$ cat src/rtl/pc_next_unit.sv
`default_nettype none
// ============================================================================
// Module      : pc_next_unit
// Description : Program-counter sequencer for a 24-bit, 3-byte-instruction
//               core. After reset it spends one BOOT cycle at pc=0 and then
//               enters RUN. In RUN it selects the next pc from halt, jump,
//               relative branch or sequential (pc+3). Jump and branch targets
//               must be multiples of 3. A misaligned target sends the unit to
//               the terminal FAULT state. halt_req sends it to the terminal
//               HALT state. Only rst_n leaves HALT or FAULT.
// Ports       :
//   clk              in   rising-edge clock
//   rst_n            in   asynchronous active-low reset
//   stall            in   hold pc, state, counter and flags this cycle
//   branch_taken     in   relative branch to pc+3+imm
//   jump             in   absolute jump to jump_target
//   jal              in   with jump: write the link address
//   halt_req         in   enter HALT
//   imm[23:0]        in   signed byte offset for branches
//   jump_target[23:0] in  absolute jump address
//   pc[23:0]         out  current instruction address
//   pc_plus3[23:0]   out  pc+3 mod 2^24 (combinational)
//   link_addr[23:0]  out  registered return address
//   link_we          out  one-cycle link write strobe
//   kercimi_lart     out  last taken branch was backward (imm[23]=1)
//   kercimi_poshte   out  last taken branch was forward  (imm[23]=0)
//   halted           out  state is HALT
//   fault            out  state is FAULT
//   instr_count[23:0] out saturating retired-instruction counter
// Revision    : 1.0 - initial release
// ============================================================================
module pc_next_unit (
    input  logic        clk,
    input  logic        rst_n,
    input  logic        stall,
    input  logic        branch_taken,
    input  logic        jump,
    input  logic        jal,
    input  logic        halt_req,
    input  logic [23:0] imm,
    input  logic [23:0] jump_target,
    output logic [23:0] pc,
    output logic [23:0] pc_plus3,
    output logic [23:0] link_addr,
    output logic        link_we,
    output logic        kercimi_lart,
    output logic        kercimi_poshte,
    output logic        halted,
    output logic        fault,
    output logic [23:0] instr_count
);

    localparam logic [23:0] c_INSTR_BYTES = 24'd3;
    localparam logic [23:0] c_CNT_MAX     = 24'hFFFFFF;

    typedef enum logic [1:0] {
        ST_BOOT  = 2'd0,
        ST_RUN   = 2'd1,
        ST_HALT  = 2'd2,
        ST_FAULT = 2'd3
    } state_e;

    state_e      state_q, state_d;
    logic [23:0] pc_q, pc_d;
    logic [23:0] link_addr_q, link_addr_d;
    logic        link_we_q, link_we_d;
    logic        lart_q, lart_d;
    logic        poshte_q, poshte_d;
    logic [23:0] cnt_q, cnt_d;

    logic [23:0] w_pc_plus3;
    logic [23:0] w_branch_target;
    logic [23:0] w_candidate;
    logic        w_cand_aligned;
    logic [23:0] w_cnt_next;

    // ------------------------------------------------------------------------
    // Divisibility by 3 without a divider. 4 is congruent to 1 mod 3, so
    // summing the 2-bit digits of a value keeps its residue. Three folding
    // rounds take 24 bits down to a 3-bit value in 0..5. That value is a
    // multiple of 3 only when it is 0 or 3.
    // ------------------------------------------------------------------------
    function automatic logic mod3_is_zero(input logic [23:0] v);
        logic [5:0] s1;
        logic [3:0] s2;
        logic [2:0] s3;
        s1 = 6'd0;
        for (int i = 0; i < 12; i++) begin
            s1 = s1 + {4'b0000, v[2*i +: 2]};
        end
        s2 = {2'b00, s1[1:0]} + {2'b00, s1[3:2]} + {2'b00, s1[5:4]};
        s3 = {1'b0, s2[1:0]} + {1'b0, s2[3:2]};
        return (s3 == 3'd0) || (s3 == 3'd3);
    endfunction

    assign w_pc_plus3      = pc_q + c_INSTR_BYTES;
    // The 24-bit add wraps naturally. Two's complement makes negative
    // offsets work without sign handling.
    assign w_branch_target = w_pc_plus3 + imm;
    // Jump has priority over branch, so the jump target is the candidate
    // whenever both are requested.
    assign w_candidate     = jump ? jump_target : w_branch_target;
    assign w_cand_aligned  = mod3_is_zero(w_candidate);
    assign w_cnt_next      = (cnt_q == c_CNT_MAX) ? cnt_q : (cnt_q + 24'd1);

    // ------------------------------------------------------------------------
    // Next-state / next-pc logic
    // ------------------------------------------------------------------------
    always_comb begin
        state_d     = state_q;
        pc_d        = pc_q;
        link_addr_d = link_addr_q;
        link_we_d   = 1'b0;          // strobe lasts one cycle unless re-armed
        lart_d      = lart_q;
        poshte_d    = poshte_q;
        cnt_d       = cnt_q;

        case (state_q)
            ST_BOOT: begin
                // Inputs are ignored for the single boot cycle.
                pc_d    = 24'd0;
                state_d = ST_RUN;
            end

            ST_RUN: begin
                if (!stall) begin
                    if (halt_req) begin
                        state_d = ST_HALT;
                    end else if (jump || branch_taken) begin
                        if (!w_cand_aligned) begin
                            // A misaligned target does not retire. pc, the
                            // counter, the link and the direction flags are
                            // left as they were.
                            state_d = ST_FAULT;
                        end else begin
                            pc_d  = w_candidate;
                            cnt_d = w_cnt_next;
                            if (jump) begin
                                if (jal) begin
                                    link_addr_d = w_pc_plus3;
                                    link_we_d   = 1'b1;
                                end
                            end else begin
                                lart_d   = imm[23];
                                poshte_d = ~imm[23];
                            end
                        end
                    end else begin
                        // A sequential step is never checked for alignment.
                        // The wrap past 2^24 is intentional.
                        pc_d  = w_pc_plus3;
                        cnt_d = w_cnt_next;
                    end
                end
            end

            ST_HALT,
            ST_FAULT: begin
                // Terminal states: everything holds until reset.
                state_d = state_q;
            end

            default: begin
                state_d = ST_FAULT;
            end
        endcase
    end

    // ------------------------------------------------------------------------
    // State registers
    // ------------------------------------------------------------------------
    always_ff @(posedge clk or negedge rst_n) begin
        if (!rst_n) begin
            state_q     <= ST_BOOT;
            pc_q        <= 24'd0;
            link_addr_q <= 24'd0;
            link_we_q   <= 1'b0;
            lart_q      <= 1'b0;
            poshte_q    <= 1'b0;
            cnt_q       <= 24'd0;
        end else begin
            state_q     <= state_d;
            pc_q        <= pc_d;
            link_addr_q <= link_addr_d;
            link_we_q   <= link_we_d;
            lart_q      <= lart_d;
            poshte_q    <= poshte_d;
            cnt_q       <= cnt_d;
        end
    end

    // ------------------------------------------------------------------------
    // Outputs
    // ------------------------------------------------------------------------
    assign pc             = pc_q;
    assign pc_plus3       = w_pc_plus3;
    assign link_addr      = link_addr_q;
    assign link_we        = link_we_q;
    assign kercimi_lart   = lart_q;
    assign kercimi_poshte = poshte_q;
    assign instr_count    = cnt_q;
    assign halted         = (state_q == ST_HALT);
    assign fault          = (state_q == ST_FAULT);

endmodule
`default_nettype wire

$ cat config.mk
export PLATFORM = sky130hd
export DESIGN_NAME = pc_next_unit
export DESIGN_NICKNAME = d
export VERILOG_FILES = /design/src/rtl/pc_next_unit.sv
export SDC_FILE = /design/constraint.sdc
export NUM_CORES = 1
export LEC_CHECK = 0
export CAP_MARGIN = 20
export CELL_PAD_IN_SITES_DETAIL_PLACEMENT = 0
export CELL_PAD_IN_SITES_GLOBAL_PLACEMENT = 1
export CORE_MARGIN = 5
export CORE_UTILIZATION = 38
export CTS_BUF_LIST = sky130_fd_sc_hd__clkbuf_16
export DETAILED_ROUTE_END_ITERATION = 10
export GPL_ROUTABILITY_DRIVEN = 0
export PLACE_DENSITY_LB_ADDON = 0.25
export SKIP_CTS_REPAIR_TIMING = 1
export SLEW_MARGIN = 10
export SYNTH_ARGS = -nofsm -noshare
export SYNTH_HDL_FRONTEND = slang
export SYNTH_SLANG_ARGS = --single-unit
$ cat constraint.sdc
create_clock -name clk -period 12.6 [get_ports clk]
set_input_delay 2.52 -clock clk [delete_from_list [all_inputs] [get_ports clk]]
set_output_delay 2.52 -clock clk [all_outputs]
set_load 0.03 [all_outputs]
==> impl_summary.md, run 1 <==
Outcome
The flow ran to the end, and the final reports show no timing, DRC or antenna violations.

Timing
Setup violations remaining at the end of the flow were counted as 0. The final-report max-slew violation count is 0. Across all hold checks on the routed design, the worst slack comes to 0.484 ns. The worst clock skew on the final layout is 0.00721 ns. The worst-case headroom to the max-slew limit is 0.370. The peak clock frequency supported by timing is 0.0847 GHz. At the pin with the least slew margin, the transition time is 0.944 ns. The final critical-path share of the clock period is 0.938.

Setup repair after global routing left no endpoint under its margin. The final-layout setup total negative slack is 0 ns. The number of endpoints with negative hold slack in the final report is 0. The minimum clock period is 11.81 ns.

Yosys
After synthesis the cells add up to 0.00638 sq mm. Among all cell types in the netlist, the one instantiated most often is sky130_fd_sc_hd__nand2_1. The count of flip-flops with a built-in enable after synthesis is 0.

The async set or reset register ratio after synthesis is 1.00. The synthesized area per cell is 8.64 sq um. The library cell with the largest summed area after synthesis is sky130_fd_sc_hd__dfrtp_1. In the post-synthesis netlist, the biggest area contributors are sky130_fd_sc_hd__dfrtp_1 30%, sky130_fd_sc_hd__ha_1 7.8%, sky130_fd_sc_hd__nand2_1 7.6%. Of the synthesized area, sequential elements account for 0.302. Counting flops and latches in the post-synthesis netlist gives 77. After synthesis, the most frequently instantiated cells are 130 x sky130_fd_sc_hd__nand2_1, 77 x sky130_fd_sc_hd__dfrtp_1, 58 x sky130_fd_sc_hd__o21ai_0.

The net count after synthesis is 857. Yosys mapped the design onto 67 distinct sky130hd cell types. Yosys printed 0 warnings. The dominant synthesized flop cell is sky130_fd_sc_hd__dfrtp_1. Of the post-synthesis cell area, the dominant cell type holds 0.302. The cell count after synthesis came out at 739.

Critical path
The kind of start point of the critical path is a primary input. The cell that appears most often on the critical path is sky130_fd_sc_hd__fa_1. STA classifies the critical path endpoint as a register.

The cell with the biggest individual delay on the critical path is sky130_fd_sc_hd__or3_1. For the worst setup path, the data arrival time is 12.03 ns. The largest stage delay on the critical path is 0.56 ns. The worst setup path is of the primary input to register kind. At the worst endpoint, the required time is 12.81 ns.

The biggest fanout along the worst timing path is 16.

Clocking
After clock tree synthesis, the clock-pin slew on the worst setup and hold paths is 0.06 ns. The clock passes through at most 2 buffers. For the worst-skew pair, the clock arrives at the later sink with an insertion delay of 0.33 ns.

The number of buffers inserted during clock tree synthesis is 9. Clock tree synthesis selected as its root buffer the cell sky130_fd_sc_hd__clkbuf_16. TritonCTS built the clock tree. The CTS sink count is 77. In this run the number of H-tree levels came out at 3.

Placed design
The quantity of I/O buffers inserted on ports is 155. The number of cells in the design after placement is 1,093. Detailed placement finished with a half-perimeter wire length of 16,900 microns.

Floorplan
During I/O placement, the number of pins put on the boundary was 156. The starting density of the core is 0.386. The die is 140 microns wide. The full die area is 0.0195 sq mm. The die is 140 microns tall. The total area inside the core boundary comes to 0.0165 sq mm. The floorplan has 47 rows.

Cells and area
The final cell count without fillers is 1,109. The number of antenna diodes in the final layout is 0. The fraction of final layout cells sized beyond drive strength 1 is 0.0484. The layout-stage area growth over the synthesis result is 32.4%. After the last flow step, the layout net total stands at 1,003.

Power
The power per cell area is 195 mW/mm^2. Across the VDD grid, the largest voltage drop is 0.000684 V. The leakage power is 3.78 nW.

Detailed routing
The antenna violation net count after detailed routing is 0. The routed via count divided by cell count is 5.45. The initial detailed-routing violation count is 380. For this block, the via count after detailed routing is 6,046. The routed length per instance is 18.9 microns.

The final layout contains routed wiring with a total length of 21,000 microns. The first detailed-routing pass took 5 iterations. The post-route DRC violation count is 0.

Global route
met2 is the most crowded layer. The met3 capacity usage during global routing is 0.0295. In the global route stage, met1 resource usage came out at 0.291. The global-route wire length before repair is 33,300 microns. The met2 demand-to-capacity share in global routing is 0.343. The initial antenna violation count is 0. The leftover overflow at the end of global routing is 0. The global-route usage over all layers is 0.211.

The largest net degree at the start of global routing is 78. The number of global-route vias before repair is 6,023.

Flow run
Across the run, the number of max-cap violations was 0.

Min path
The tightest min-delay check is of the register to register type.
==> stage by stage <==
step                      setup WS [ns]   util  power, mW  cell area [sq um]
after floorplan                    1.72      -       1.21               6380
after global placement            0.599  0.491       1.34               8120
after detailed placement          0.459  0.491       1.37               8120
after CTS                         0.786  0.510       1.66               8430
after global routing              0.175  0.512       1.79               8450
final                             0.787  0.512       1.65               8450
==> per-layer routing <==
layer | share of wire | routed length (microns)
met5 | 0 | 0
met4 | 0.026 | 540
met3 | 0.057 | 1200
met2 | 0.47 | 9880
met1 | 0.45 | 9360
==> worst max-delay path: cells and delay by family <==
family / cells / cell delay (ns)
AND/OR/NAND/NOR: 8 / 1.64
XOR/XNOR: 2 / 0.35
adder cells (fa/ha/maj): 14 / 4.89
buffers and inverters: 7 / 0.83
AO/OA/AOI/OAI: 7 / 1.79
==> placed cells by master (no fill, tap or decap), drive strengths merged, types with 4 or more instances in the layout <==
| master | Yosys | final |
|---|---|---|
| fa | 23 | 23 |
| clkinv | 2 | 4 |
| clkbuf | 18 | 9 |
| buf | 9 | 8 |
| and4 | 4 | 4 |
| o21ai | 60 | 60 |
| nand4 | 15 | 15 |
| a21o | 19 | 19 |
| o21bai | 4 | 4 |
| clkdlybuf4s50 | 0 | 154 |
| a31oi | 9 | 9 |
| o21a | 8 | 8 |
| nand2 | 131 | 131 |
| xor2 | 21 | 21 |
| ha | 40 | 40 |
| nor4 | 5 | 5 |
| nand3 | 25 | 25 |
| and2 | 6 | 6 |
| a211oi | 5 | 5 |
| xnor2 | 45 | 45 |
| o31ai | 7 | 7 |
| and3 | 6 | 6 |
| a32o | 4 | 4 |
| o211ai | 7 | 7 |
| dfrtp | 77 | 77 |
| mux2i | 8 | 8 |
| inv | 39 | 39 |
| a21oi | 20 | 20 |
| nor3 | 17 | 17 |
| nor2b | 7 | 7 |
| nand2b | 6 | 6 |
| nor2 | 49 | 49 |
==> registers in the layout, indices dropped and copies added, names as in the netlist <==
name            count
instr_count        24
kercimi_lart        1
kercimi_poshte      1
link_addr          24
link_we             1
pc                 24
state_q             2
==> area by class of cell <==
class | count | area [sq um]
Fill cell | 1576 | 8070
Multi-Input combinational cell | 594 | 4170
Sequential cell | 77 | 1930
Timing Repair Buffer | 162 | 1610
Tap cell | 220 | 275
Clock buffer | 9 | 225
Inverter | 41 | 154
Clock inverter | 6 | 88.8
==> final timing paths <==
| check | from | end | cells after the start | slack [ns] |
|---|---|---|---|---|
| max | imm[0] | instr_count[19]$_DFFE_PN0P_ | 38 | 0.79 |
| min | link_addr[18]$_DFFE_PN0P_ | link_addr[18]$_DFFE_PN0P_ | 2 | 0.48 |
| min in group asynchronous | rst_n | instr_count[12]$_DFFE_PN0P_ | 1 | 2.13 |
| max in group asynchronous | rst_n | link_addr[16]$_DFFE_PN0P_ | 2 | 9.88 |
| max reg2reg | pc[0]$_DFFE_PN0P_ | instr_count[19]$_DFFE_PN0P_ | 39 | 1.40 |
| min reg2reg | link_addr[18]$_DFFE_PN0P_ | link_addr[18]$_DFFE_PN0P_ | 2 | 0.48 |
==> kinds of logic after synthesis <==
kind of cell | share of synthesized area
flops | 0.302
fa+ha+maj | 0.150
compound gates | 0.182
buf+inv | 0.0453
simple gates | 0.209
xor+xnor | 0.0943
mux | 0.0178
==> report_power, final <==
part	switching [mW]	internal, mW
Sequential	0	0.247
Combinational	0.642	0.485
Clock	0.104	0.172
Total	0.746	0.904
No activity file was read; power rests on OpenSTA's default activity.
==> run 2, diff against run 1 <==
--- a/config.mk
+++ b/config.mk
@@ -11,6 +11,7 @@
 export CORE_MARGIN = 5
 export CORE_UTILIZATION = 38
 export CTS_BUF_LIST = sky130_fd_sc_hd__clkbuf_16
+export CTS_CLUSTER_SIZE = 25
 export DETAILED_ROUTE_END_ITERATION = 10
 export GPL_ROUTABILITY_DRIVEN = 0
 export PLACE_DENSITY_LB_ADDON = 0.25
==> results of run 2 <==
Same layout as run 1: the final DEF is identical, and so are final timing and power.
